<file path="src/rtl/axi4_lite_read_slave.sv">
// ============================================================================
// axi4_lite_read_slave : AXI4-Lite read responder with window decode,
// alignment check and req/ack backend with timeout.  Rev 1.0
// ============================================================================
`default_nettype none

module axi4_lite_read_slave #(
    parameter int unsigned            ADDR_WIDTH     = 32,
    parameter int unsigned            DATA_WIDTH     = 32,
    parameter logic [ADDR_WIDTH-1:0]  BASE_ADDR      = '0,
    parameter int unsigned            SIZE_BYTES     = 4096,
    parameter int unsigned            TIMEOUT_CYCLES = 16
) (
    input  logic                  clk,
    input  logic                  rst,

    input  logic [ADDR_WIDTH-1:0] S_AXI_ARADDR,
    input  logic                  S_AXI_ARVALID,
    output logic                  S_AXI_ARREADY,
    output logic [DATA_WIDTH-1:0] S_AXI_RDATA,
    output logic [1:0]            S_AXI_RRESP,
    output logic                  S_AXI_RVALID,
    input  logic                  S_AXI_RREADY,

    output logic                  mem_rd_req,
    output logic [ADDR_WIDTH-1:0] mem_rd_addr,
    input  logic                  mem_rd_ack,
    input  logic [DATA_WIDTH-1:0] mem_rd_data,
    input  logic                  mem_rd_err
);

    localparam int unsigned ALIGN_BITS = $clog2(DATA_WIDTH / 8);
    localparam int unsigned CNT_W      = (TIMEOUT_CYCLES > 1) ? $clog2(TIMEOUT_CYCLES) : 1;

    localparam logic [CNT_W-1:0]      C_CNT_LAST   = CNT_W'(TIMEOUT_CYCLES - 1);
    localparam logic [ADDR_WIDTH:0]   C_BASE_EXT   = {1'b0, BASE_ADDR};
    localparam logic [ADDR_WIDTH:0]   C_SIZE_EXT   = (ADDR_WIDTH + 1)'(SIZE_BYTES);
    localparam logic [ADDR_WIDTH-1:0] C_ALIGN_MASK = ADDR_WIDTH'((1 << ALIGN_BITS) - 1);

    localparam logic [1:0] C_RESP_OKAY   = 2'b00;
    localparam logic [1:0] C_RESP_SLVERR = 2'b10;
    localparam logic [1:0] C_RESP_DECERR = 2'b11;

    typedef enum logic [1:0] {
        ST_IDLE     = 2'd0,
        ST_MEM_WAIT = 2'd1,
        ST_RESP     = 2'd2
    } state_t;

    state_t                state_q, state_d;
    logic [ADDR_WIDTH-1:0] addr_q, addr_d;
    logic [CNT_W-1:0]      cnt_q, cnt_d;
    logic [DATA_WIDTH-1:0] rdata_q, rdata_d;
    logic [1:0]            rresp_q, rresp_d;

    // Range check in one extra bit so addresses below BASE cannot wrap into the window.
    logic [ADDR_WIDTH:0] w_addr_ext;
    logic [ADDR_WIDTH:0] w_diff;
    logic                w_in_range;
    logic                w_misaligned;
    logic                w_ar_hs;

    assign w_addr_ext   = {1'b0, S_AXI_ARADDR};
    assign w_diff       = w_addr_ext - C_BASE_EXT;
    assign w_in_range   = (w_addr_ext >= C_BASE_EXT) && (w_diff < C_SIZE_EXT);
    assign w_misaligned = |(S_AXI_ARADDR & C_ALIGN_MASK);
    assign w_ar_hs      = S_AXI_ARVALID && S_AXI_ARREADY;

    always_ff @(posedge clk or posedge rst) begin
        if (rst) begin
            state_q <= ST_IDLE;
            addr_q  <= '0;
            cnt_q   <= '0;
            rdata_q <= '0;
            rresp_q <= C_RESP_OKAY;
        end else begin
            state_q <= state_d;
            addr_q  <= addr_d;
            cnt_q   <= cnt_d;
            rdata_q <= rdata_d;
            rresp_q <= rresp_d;
        end
    end

    always_comb begin
        state_d = state_q;
        addr_d  = addr_q;
        cnt_d   = cnt_q;
        rdata_d = rdata_q;
        rresp_d = rresp_q;

        case (state_q)
            ST_IDLE: begin
                if (w_ar_hs) begin
                    addr_d = w_diff[ADDR_WIDTH-1:0];
                    cnt_d  = '0;
                    if (!w_in_range) begin
                        rdata_d = '0;
                        rresp_d = C_RESP_DECERR;
                        state_d = ST_RESP;
                    end else if (w_misaligned) begin
                        rdata_d = '0;
                        rresp_d = C_RESP_SLVERR;
                        state_d = ST_RESP;
                    end else begin
                        state_d = ST_MEM_WAIT;
                    end
                end
            end

            ST_MEM_WAIT: begin
                // An ack in the final wait cycle takes priority over the timeout.
                if (mem_rd_ack) begin
                    rdata_d = mem_rd_data;
                    rresp_d = mem_rd_err ? C_RESP_SLVERR : C_RESP_OKAY;
                    state_d = ST_RESP;
                end else if (cnt_q == C_CNT_LAST) begin
                    rdata_d = '0;
                    rresp_d = C_RESP_SLVERR;
                    state_d = ST_RESP;
                end else begin
                    cnt_d = cnt_q + 1'b1;
                end
            end

            ST_RESP: begin
                if (S_AXI_RREADY) begin
                    state_d = ST_IDLE;
                end
            end

            default: begin
                state_d = ST_IDLE;
            end
        endcase
    end

    assign S_AXI_ARREADY = (state_q == ST_IDLE) && !rst;
    assign S_AXI_RVALID  = (state_q == ST_RESP);
    assign S_AXI_RDATA   = rdata_q;
    assign S_AXI_RRESP   = rresp_q;
    assign mem_rd_req    = (state_q == ST_MEM_WAIT);
    assign mem_rd_addr   = addr_q;

endmodule

`default_nettype wire

</file>
<file path="config.mk">
export PLATFORM = sky130hd
export DESIGN_NAME = axi4_lite_read_slave
export DESIGN_NICKNAME = d
export VERILOG_FILES = /design/src/rtl/axi4_lite_read_slave.sv
export SDC_FILE = /design/constraint.sdc
export NUM_CORES = 1
export LEC_CHECK = 0
export CORE_UTILIZATION = 41
export CTS_CLUSTER_DIAMETER = 50
export DETAILED_ROUTE_END_ITERATION = 10
export PLACE_DENSITY_LB_ADDON = 0.2
export SYNTH_ARGS = -nofsm -noshare
export SYNTH_HDL_FRONTEND = slang
export SYNTH_SLANG_ARGS = --single-unit
</file>
<file path="constraint.sdc">
create_clock -name clk -period 2.6 [get_ports clk]
set_input_delay 0.52 -clock clk [delete_from_list [all_inputs] [get_ports clk]]
set_output_delay 0.52 -clock clk [all_outputs]
set_load 0.05 [all_outputs]
</file>
**Yosys cells after proc, flatten, opt, wreduce, memory -nomap -nowiden**

Index checks and enable logic that the tools add are counted.

- Multiplexer cells: 23
- Equal/unequal tests: 9
- $lt $le $gt $ge: 2
- Reduce and logical (&&, ||, !) cells: 11
- Add/subtract/negate cells: 1

Operators with widths:

| operator | number |
|---|---|
| $mux W32 | 5 |
| $pmux W32 S2 | 1 |
| $ge A32 B1 Y1 const B | 1 |
| $lt A32 B13 Y1 const B | 1 |
| $mux W2 | 11 |
| $mux W4 | 3 |
| $pmux W4 S2 | 1 |
| $reduce_and A4 Y1 | 2 |
| $ne A2 B2 Y1 const B | 3 |
| $pmux W2 S3 | 1 |
| $add A4 B1 Y4 const B | 1 |
| $eq A4 B4 Y1 const B | 1 |
| $pmux W2 S2 | 1 |
| $logic_and A1 B1 Y1 | 3 |
| $ne A3 B1 Y1 const B | 1 |
| $ne A3 B3 Y1 const B | 1 |
| $reduce_and A3 Y1 | 1 |
| $eq A2 B1 Y1 const B | 1 |
| $eq A2 B2 Y1 const B | 1 |
| $logic_not A2 Y1 | 1 |
| $ne A2 B1 Y1 const B | 1 |
| $reduce_and A2 Y1 | 1 |
| $reduce_bool A2 Y1 | 1 |
| $reduce_or A2 Y1 | 1 |
| $logic_not A1 Y1 | 1 |

- Word-level logic and storage cells: 51
- Flip-flop bits (word level): 72
- Input port bits: 70
- Output and inout port bits: 69

**Logic depth before layout (Yosys ltp)**

Gate-level depths: netlist of run 1.

- Depth in word-level cells: 5
- Mapped depth: 6
- Mapped depth without buffers: 5

**Worst setup path before layout of run 1**

Ideal clock, no wire load.

- Path type: register -> output
- From: register state_q[0]
- To: output port S_AXI_ARREADY
- Stages on the path, launching flop included: 3
- Arrival time: 1,586 ps
- Setup slack: 494 ps
- Buffers on the path: 1
- Required time: 2,080 ps
- Path through: dfrtp_1 buf_6 nor3_1

- Word-level cells in the longest chain between the ends: 2

Ends and longest elaborated chain:

| what | line | RTL |
|---|---|---|
| from (decl) | 50 | `state_t state_q, state_d;` |
| from (signal assigned) | 77 | `state_q <= state_d;` |
| $logic_not A2 Y1 | 138 | `assign S_AXI_ARREADY = (state_q == ST_IDLE) && !rst;` |
| $logic_and A1 B1 Y1 | 138 |  |
| to (decl) | 19 | `output logic S_AXI_ARREADY,` |

Every way passes these cells.

**Worst setup path after layout of run 1**

- From: register state_q[1]
- To: output port mem_rd_req

- Word-level cells in the longest chain between the ends: 1

Ends and longest elaborated chain:

| what | line | RTL |
|---|---|---|
| $eq A2 B1 Y1 | 142 | `assign mem_rd_req = (state_q == ST_MEM_WAIT);` |
| to (decl) | 25 | `output logic mem_rd_req,` |

Every way passes these cells.

==> results.cfg, run 1 <==
[layout]
fin_area_sq_um = 4650
syn_to_final_growth_pct = 58.8
nFillCells = 539
post-route-util = 0.680
multi_input_area_sq_um = 1020
diodes = 0
drive_above_1_share = 0.248
seqCellArea_sq_um = 1800
nNetsFinal = 413

[global_routing]
grt_pass1_wl_um = 10800
antenna_found_initial = 0
grt-ovfl-total = 0
grt_pass1_vias = 2228
grt_use_total = 0.192
grt_max_degree = 33

[logic_synthesis]
netlist.area_leader.share = 0.616
syn_nets = 267
ys_seq_area_frac = 0.616
yosysMostFrequentCell = dfrtp_1
ys.flop_type = dfrtp_1
synth-seq-cells = 72
synth.area.top_cells = dfrtp_1 (62%), mux2_2 (11%), a22o_2 (6.8%)
synthDistinctLibCells = 34
yosys-top-cells-count = dfrtp_1 (72), mux2_2 (29), a22o_2 (20)
syn_inst = 196
synth_largest_area_cell = dfrtp_1
ys_async_sr_fraction = 1.00
synth-edff-count = 0
synth.cell_area_sq_um = 2930
yosys_warnings = 0
avgSynthCellArea_sq_um = 14.9

[floorplanning]
die_area_sq_um = 7480
die_w_um = 86.5
die_h_um = 86.5
start_util = 0.428
fp-row-count = 30
core_area_sq_um = 6830
io_pins = 139

[worst_setup_path]
cp_cell_sequence = nor2b_2 > clkdlybuf4s50_1
worstPathArrival_ns = 1.84
critPathMaxFanout = 5
cpMaxStageDelayCell = clkdlybuf4s50_1
crit_path_end_kind = primary output
r2r_slack_ns = 0.86
cpPeakStageDelay_ns = 0.83
timing.critical_path.buf_inv = 1
cp.required_ns = 2.08
critical-path-top-delay-family = buffers and inverters
crit_type = register to primary output
start_kind = register

[timing]
fmax_mhz = 423
maxSlewViolCount = 0
timing.final.crit_period_ns = 2.36
maxSlewHeadroom = 0.647
fin_worst_skew_ns = 0.00990
worst_pin_slew_ns = 0.528
hold_viol_final = 0
fin_setup_tns_ns = 0
setup_viol = 0
rsz0062_at_grt = no
fin_crit_sh = 0.909

[clock_network]
cts_buffer_depth = 2
post_cts_resize_count = 0
clock-sinks = 72
cts-buffers-inserted = 9
cts_setup_buffers = 0
cts_tree = yes
root_buffer = clkbuf_8
clkTransAtPathRegs_ns = 0.08
h-tree-depth = 3
clk_latency_ns = 0.34
cts_hold_buf = 0

[power]
powerDensity_nw_per_um2 = 697
ir_drop_mv = 0.493
power.leakage_nw = 1.96

[place]
placed_area_sq_um = 4430
gp_congestion = 0.773
dp_hpwl_um = 5090
port-buffer-count = 138

[drt]
num_vias = 2192
drt-pass1-iter-count = 4
finalWirelength_um = 7010
postRouteAntennaNets = 0
vias_per_cell = 4.95
drtIter0Drc = 66
drc = 0
routedWlPerCell_um = 15.8

[worst_hold_path]
hp-class = input pin to async pin

[job]
cap_violations = 0

[status]
outcome = complete, no violations
[layout make-up]
type | count | share of cell area
tap | 96 | 0.0258
multi-input combinational | 107 | 0.219
clock inverter | 7 | 0.0205
sequential | 72 | 0.388
timing repair buffer | 147 | 0.317
clock buffer | 9 | 0.0267
inverter | 5 | 0.00404
[registers in the layout, summed over array words and instances (netlist names)]
name / flops
mem_rd_addr: 32
S_AXI_RDATA: 32
cnt_q: 4
state_q: 2
S_AXI_RRESP: 2
[worst register-to-register path, cell delays in order, from the launching register on]
cell and delay (ns):
dfrtp_1 0.41, ha_1 0.21, nand3_1 0.12, a221oi_4 0.29
o21ai_4 0.14, buf_12 0.19, a22o_2 0.28
[stage by stage]
| step | total power, mW | worst slack, ns | cells | hold slack, ns |
|---|---|---|---|---|
| floorplan | 1.89 | 0.255 | 196 | 0.502 |
| global placement | 2.28 | 0.333 | 427 | 0.471 |
| detailed placement | 2.29 | 0.285 | 427 | 0.482 |
| CTS | 3.28 | 0.209 | 443 | 0.479 |
| global route | 3.36 | 0.163 | 443 | 0.492 |
| finish | 3.24 | 0.236 | 443 | 0.480 |
[where the power goes]
| part | switching [mW] | internal, mW |
|---|---|---|
| registers | 0.0582 | 1.23 |
| logic | 0.583 | 0.390 |
| clock network | 0.432 | 0.542 |
[placed cells by master, fill, tap and decap left out, types with 3 or more instances in the layout]
| cell | synthesis | layout |
|---|---|---|
| a21oi_1 | 4 | 4 |
| a22o_1 | 12 | 12 |
| a22o_2 | 20 | 20 |
| buf_4 | 0 | 8 |
| clkbuf_8 | 0 | 9 |
| clkdlybuf4s50_1 | 0 | 137 |
| dfrtp_1 | 72 | 72 |
| inv_1 | 5 | 4 |
| mux2_1 | 3 | 3 |
| mux2_2 | 29 | 29 |
| nand3_1 | 5 | 5 |
| nor2_1 | 4 | 4 |
| nor4_1 | 3 | 3 |
[cell families after synthesis]
logic type	count (synthesis)	share of synthesized area
DFF	72	0.616
AOI/OAI and AO/OA	46	0.144
muxes	32	0.123
and+or+nand+nor	27	0.0731
buffers and inverters	17	0.0372
xor gates and xnor gates	1	0.00299
adders and majority gates	1	0.00427
[final timing paths]
| check | from | end | depth (start not counted) |
|---|---|---|---|
| max in group asynchronous | rst | S_AXI_RDATA[29] | 3 |
| min in group clk | mem_rd_addr[28] | mem_rd_addr[28] | 1 |
| worst max-delay path | state_q[1] | mem_rd_req | 2 |
| worst min-delay path | rst | cnt_q[2] | 2 |
| worst min register to register | mem_rd_addr[28] | mem_rd_addr[28] | 1 |
| worst max register to register | cnt_q[0] | S_AXI_RDATA[19] | 6 |
[routing by layer]
| layer | track usage | share of wire | up-vias |
|---|---|---|---|
| li1 | - | - | 1019 |
| met1 | 0.242 | 0.42 | 1068 |
| met2 | 0.301 | 0.48 | 94 |
| met3 | 0.0667 | 0.082 | 11 |
| met4 | 0.0879 | 0.016 | 0 |
| met5 | 0 | 0 | - |
(Power assumes the default switching activity.)
==> inputs of run 2 (changes only) <==
--- a/config.mk
+++ b/config.mk
@@ -8,7 +8,8 @@
 export CORE_UTILIZATION = 41
 export CTS_CLUSTER_DIAMETER = 50
 export DETAILED_ROUTE_END_ITERATION = 10
-export PLACE_DENSITY_LB_ADDON = 0.2
+export HOLD_SLACK_MARGIN = 0.15
+export PLACE_DENSITY_LB_ADDON = 0.1
 export SYNTH_ARGS = -nofsm -noshare
 export SYNTH_HDL_FRONTEND = slang
 export SYNTH_SLANG_ARGS = --single-unit
==> results.cfg, run 2 (synthesis results as in run 1) <==
[power]
ir_drop_mv = 0.452
power.leakage_nw = 1.94
fin_total_pwr_mw = 3.25
powerDensity_nw_per_um2 = 700

[clock_network]
clock-sinks = 72
cts_buffer_depth = 2
cts_tree = yes
root_buffer = clkbuf_8
h-tree-depth = 3
cts-buffers-inserted = 9
clk_latency_ns = 0.34
clkTransAtPathRegs_ns = 0.08

[worst_hold_path]
hp-class = register to register

[place]
pre_cts_ws_ns = 0.342
dp_hpwl_um = 4970
port-buffer-count = 138
dp.cells = 426
gp_congestion = 0.756
placed_area_sq_um = 4420

[global_routing]
grt-ovfl-total = 0
grt_pass1_vias = 2216
grt_pass1_wl_um = 11200
grt_use_total = 0.199
antenna_found_initial = 0
grt_max_degree = 43

[drt]
vias_per_cell = 4.96
finalWirelength_um = 6960
drt-pass1-iter-count = 4
routedWlPerCell_um = 15.7
num_vias = 2192
drtIter0Drc = 70
drc = 0
postRouteAntennaNets = 0

[layout]
nFillCells = 510
syn_to_final_growth_pct = 58.7
final_cell_mix = clkdlybuf4s50_1 (137), dfrtp_1 (71), mux2_2 (29)
multi_input_area_sq_um = 1020
fin_area_sq_um = 4640
final_common_cell = clkdlybuf4s50_1
nNetsFinal = 412
final_cells = 442
drive_above_1_share = 0.246
diodes = 0
seqCellArea_sq_um = 1800

[floorplanning]
io_pins = 139
core_area_sq_um = 6830
die_w_um = 86.5
start_util = 0.428
die_area_sq_um = 7480
fp-row-count = 30
die_h_um = 86.5

[timing]
maxSlewViolCount = 0
fin_worst_skew_ns = 0.00772
setup_viol = 0
fmax_mhz = 410
fin_crit_sh = 0.938
worst_pin_slew_ns = 0.530
timing.final.crit_period_ns = 2.44
fin_setup_tns_ns = 0
maxSlewHeadroom = 0.647
rsz0062_at_grt = no
hold_viol_final = 0
setup_ws_ns = 0.162

[worst_setup_path]
critPathMaxFanout = 9
start_kind = register
crit_path_end_kind = primary output
cp.required_ns = 2.08
worstPathArrival_ns = 1.92
crit_type = register to primary output

[job]
cap_violations = 0

[status]
outcome = complete, no violations
==> run 2: cell count changes in the layout (fill, tap and decap cells not counted), sizes merged <==
| cell | previous run | this run |
|---|---|---|
| buf | 10 | 9 |
| clkinv | 3 | 1 |
| clkinvlp | 1 | 2 |
| clkbuf | 9 | 11 |
| inv | 6 | 5 |
==> run 2: repair_timing <==
item / 4_1_cts / 5_1_grt
hold buffers: 0 / 0
setup endpoints to repair: 1 / 0
gates resized for setup: 1 / 0
buffers inserted: 0 / 0
==> run 2: power breakdown <==
part           internal, mW  switching [mW]  total [mW]
combinational         0.390           0.580       0.970
sequential             1.23          0.0617        1.29
clock                 0.565           0.419       0.984
==> run 2: final cells by class <==
class,count,share of cell area
inverters,5,0.00404
clock buffers,11,0.0305
repair buffers,146,0.315
flip-flops and latches,72,0.388
clock inverters,5,0.0172
multi-input cells,107,0.219
well taps,96,0.0259
==> run 2: per-stage QoR <==
step           hold slack, ns   util
6_report                0.495  0.680
5_1_grt                 0.513  0.680
4_1_cts                 0.501  0.680
3_5_place_dp            0.474  0.647
3_3_place_gp            0.475  0.647
2_1_floorplan           0.502      -
==> run 2: critical path, stage by stage (launching register included) <==
cell and delay [ns]:
dfrtp_2 0.53, inv_1 0.13, nor2_1 0.11, clkdlybuf4s50_1 0.80
==> run 2: worst paths after layout <==
| path | start | to | slack (ns) | depth (start not counted) |
|---|---|---|---|---|
| max | state_q[1] | S_AXI_RVALID | 0.16 | 3 |
| min | mem_rd_addr[27] | mem_rd_addr[27] | 0.50 | 1 |
| max reg2reg | cnt_q[0] | S_AXI_RDATA[19] | 0.91 | 6 |
| min reg2reg | mem_rd_addr[27] | mem_rd_addr[27] | 0.50 | 1 |
| max in group asynchronous | rst | mem_rd_addr[22] | 1.52 | 3 |
| min in group asynchronous | rst | cnt_q[2] | 0.64 | 3 |
==> run 2: metal layers <==
layer,share of wire,track usage,up-vias
met3,0.091,0.0924,6
met4,0.0088,0.0455,0
met1,0.42,0.248,1080
met2,0.48,0.318,91
li1,-,-,1015
met5,0,0,-
==> inputs of run 3 (changes only) <==
--- a/config.mk
+++ b/config.mk
@@ -5,11 +5,12 @@
 export SDC_FILE = /design/constraint.sdc
 export NUM_CORES = 1
 export LEC_CHECK = 0
-export CORE_UTILIZATION = 41
+export CORE_UTILIZATION = 25
 export CTS_CLUSTER_DIAMETER = 50
 export DETAILED_ROUTE_END_ITERATION = 10
 export HOLD_SLACK_MARGIN = 0.15
 export PLACE_DENSITY_LB_ADDON = 0.1
+export REMOVE_ABC_BUFFERS = 1
 export SYNTH_ARGS = -nofsm -noshare
 export SYNTH_HDL_FRONTEND = slang
 export SYNTH_SLANG_ARGS = --single-unit
==> results.cfg, run 3 (synthesis results as in run 1) <==
[status]
outcome = complete, no violations

[clock_network]
h-tree-depth = 3
cts-buffers-inserted = 9
clkTransAtPathRegs_ns = 0.06
root_buffer = clkbuf_16
post_cts_resize_count = 0
cts_tree = yes
clk_latency_ns = 0.33
clock-sinks = 72
cts_setup_buffers = 0
cts_buffer_depth = 2
cts_hold_buf = 0

[layout]
drive_above_1_share = 0.246
final_cell_mix = clkdlybuf4s50_1 (137), dfrtp_1 (72), mux2_2 (29)
final_common_cell = clkdlybuf4s50_1
final_cells = 489
nFillCells = 1118
multi_input_area_sq_um = 1020
nNetsFinal = 412
syn_to_final_growth_pct = 64.0
seqCellArea_sq_um = 1800
diodes = 0

[global_routing]
antenna_found_initial = 0
grt_pass1_vias = 2221
grt_pass1_wl_um = 11800
grt_max_degree = 45
grt_use_total = 0.133
grt-ovfl-total = 0

[drt]
num_vias = 2149
vias_per_cell = 4.39
routedWlPerCell_um = 15.7
drc = 0
drt-pass1-iter-count = 4
drtIter0Drc = 69
postRouteAntennaNets = 0
finalWirelength_um = 7660

[worst_setup_path]
start_kind = register
crit_path_end_kind = primary output
crit_start = state_q[1]
cp.required_ns = 2.08
crit_type = register to primary output
worstPathArrival_ns = 1.90
r2r-start = state_q[1]
cp_cell_sequence = inv_1 > nor2_1 > clkdlybuf4s50_1
cpMaxStageDelayCell = clkdlybuf4s50_1
cpPeakStageDelay_ns = 0.81
critPathMaxFanout = 7

[floorplanning]
die_area_sq_um = 12100
fp-row-count = 39
io_pins = 139
die_h_um = 110
die_w_um = 110
core_area_sq_um = 11400
start_util = 0.256

[timing]
rsz0062_at_grt = no
setup_viol = 0
timing.final.crit_period_ns = 2.42
fin_setup_tns_ns = 0
hold_viol_final = 0
fmax_mhz = 412
maxSlewViolCount = 0
fin_crit_sh = 0.933
maxSlewHeadroom = 0.644
fin_worst_skew_ns = 0.00599
worst_pin_slew_ns = 0.532

[place]
dp.cells = 473
gp_congestion = 0.698
dp_hpwl_um = 5430
port-buffer-count = 138

[power]
powerDensity_nw_per_um2 = 736
power.leakage_nw = 1.99
ir_drop_mv = 0.290

[worst_hold_path]
hp-class = register to register
hp-start = mem_rd_addr[27]

[job]
cap_violations = 0
run 3: layout make-up:
| class | instances | share of cell area |
|---|---|---|
| Clock inverter | 6 | 0.0141 |
| Timing Repair Buffer | 146 | 0.308 |
| Inverter | 5 | 0.00391 |
| Multi-Input combinational cell | 107 | 0.212 |
| Clock buffer | 10 | 0.0498 |
| Sequential cell | 72 | 0.375 |
| Tap cell | 143 | 0.0373 |
run 3: final timing paths:
check                                       end  slack (ns)  cells after the start
worst max-delay path               S_AXI_RVALID        0.18                      3
worst min-delay path            mem_rd_addr[27]        0.49                      1
worst max register to register  S_AXI_RDATA[26]        0.86                      6
worst min register to register  mem_rd_addr[27]        0.49                      1
max in group asynchronous        S_AXI_RDATA[6]        1.71                      3
min in group asynchronous              cnt_q[2]        0.63                      3
run 3: stage by stage:
stage          worst slack (ns)  power [mW]   util  cell area [sq um]  hold WS [ns]
2_1_floorplan             0.255        1.88      -               2840         0.502
3_3_place_gp              0.314        2.30  0.393               4490         0.476
3_5_place_dp              0.300        2.30  0.393               4490         0.484
4_1_cts                   0.181        3.60  0.420               4800         0.498
5_1_grt                  0.0524        3.69  0.420               4800         0.517
6_report                  0.175        3.53  0.420               4800         0.491
run 3: metal layers:
layer | vias to the layer above | wire, um | global-route usage
met5 | - | 0 | 0
met4 | 0 | 74 | 0.0508
met3 | 8 | 555 | 0.0488
met2 | 75 | 3620 | 0.200
met1 | 1045 | 3410 | 0.173
li1 | 1021 | - | -
run 3: worst max-delay path, delay by kind of cell (launching register included):
family	cells	cell delay [ns]
buffers and inverters	2	0.95
AND/OR/NAND/NOR	1	0.12
flip-flops	1	0.51
run 3: power by group:
part | total, mW | internal [mW] | switching (mW)
Sequential | 1.29 | 1.23 | 0.0592
Combinational | 0.978 | 0.391 | 0.586
Clock | 1.26 | 0.772 | 0.487
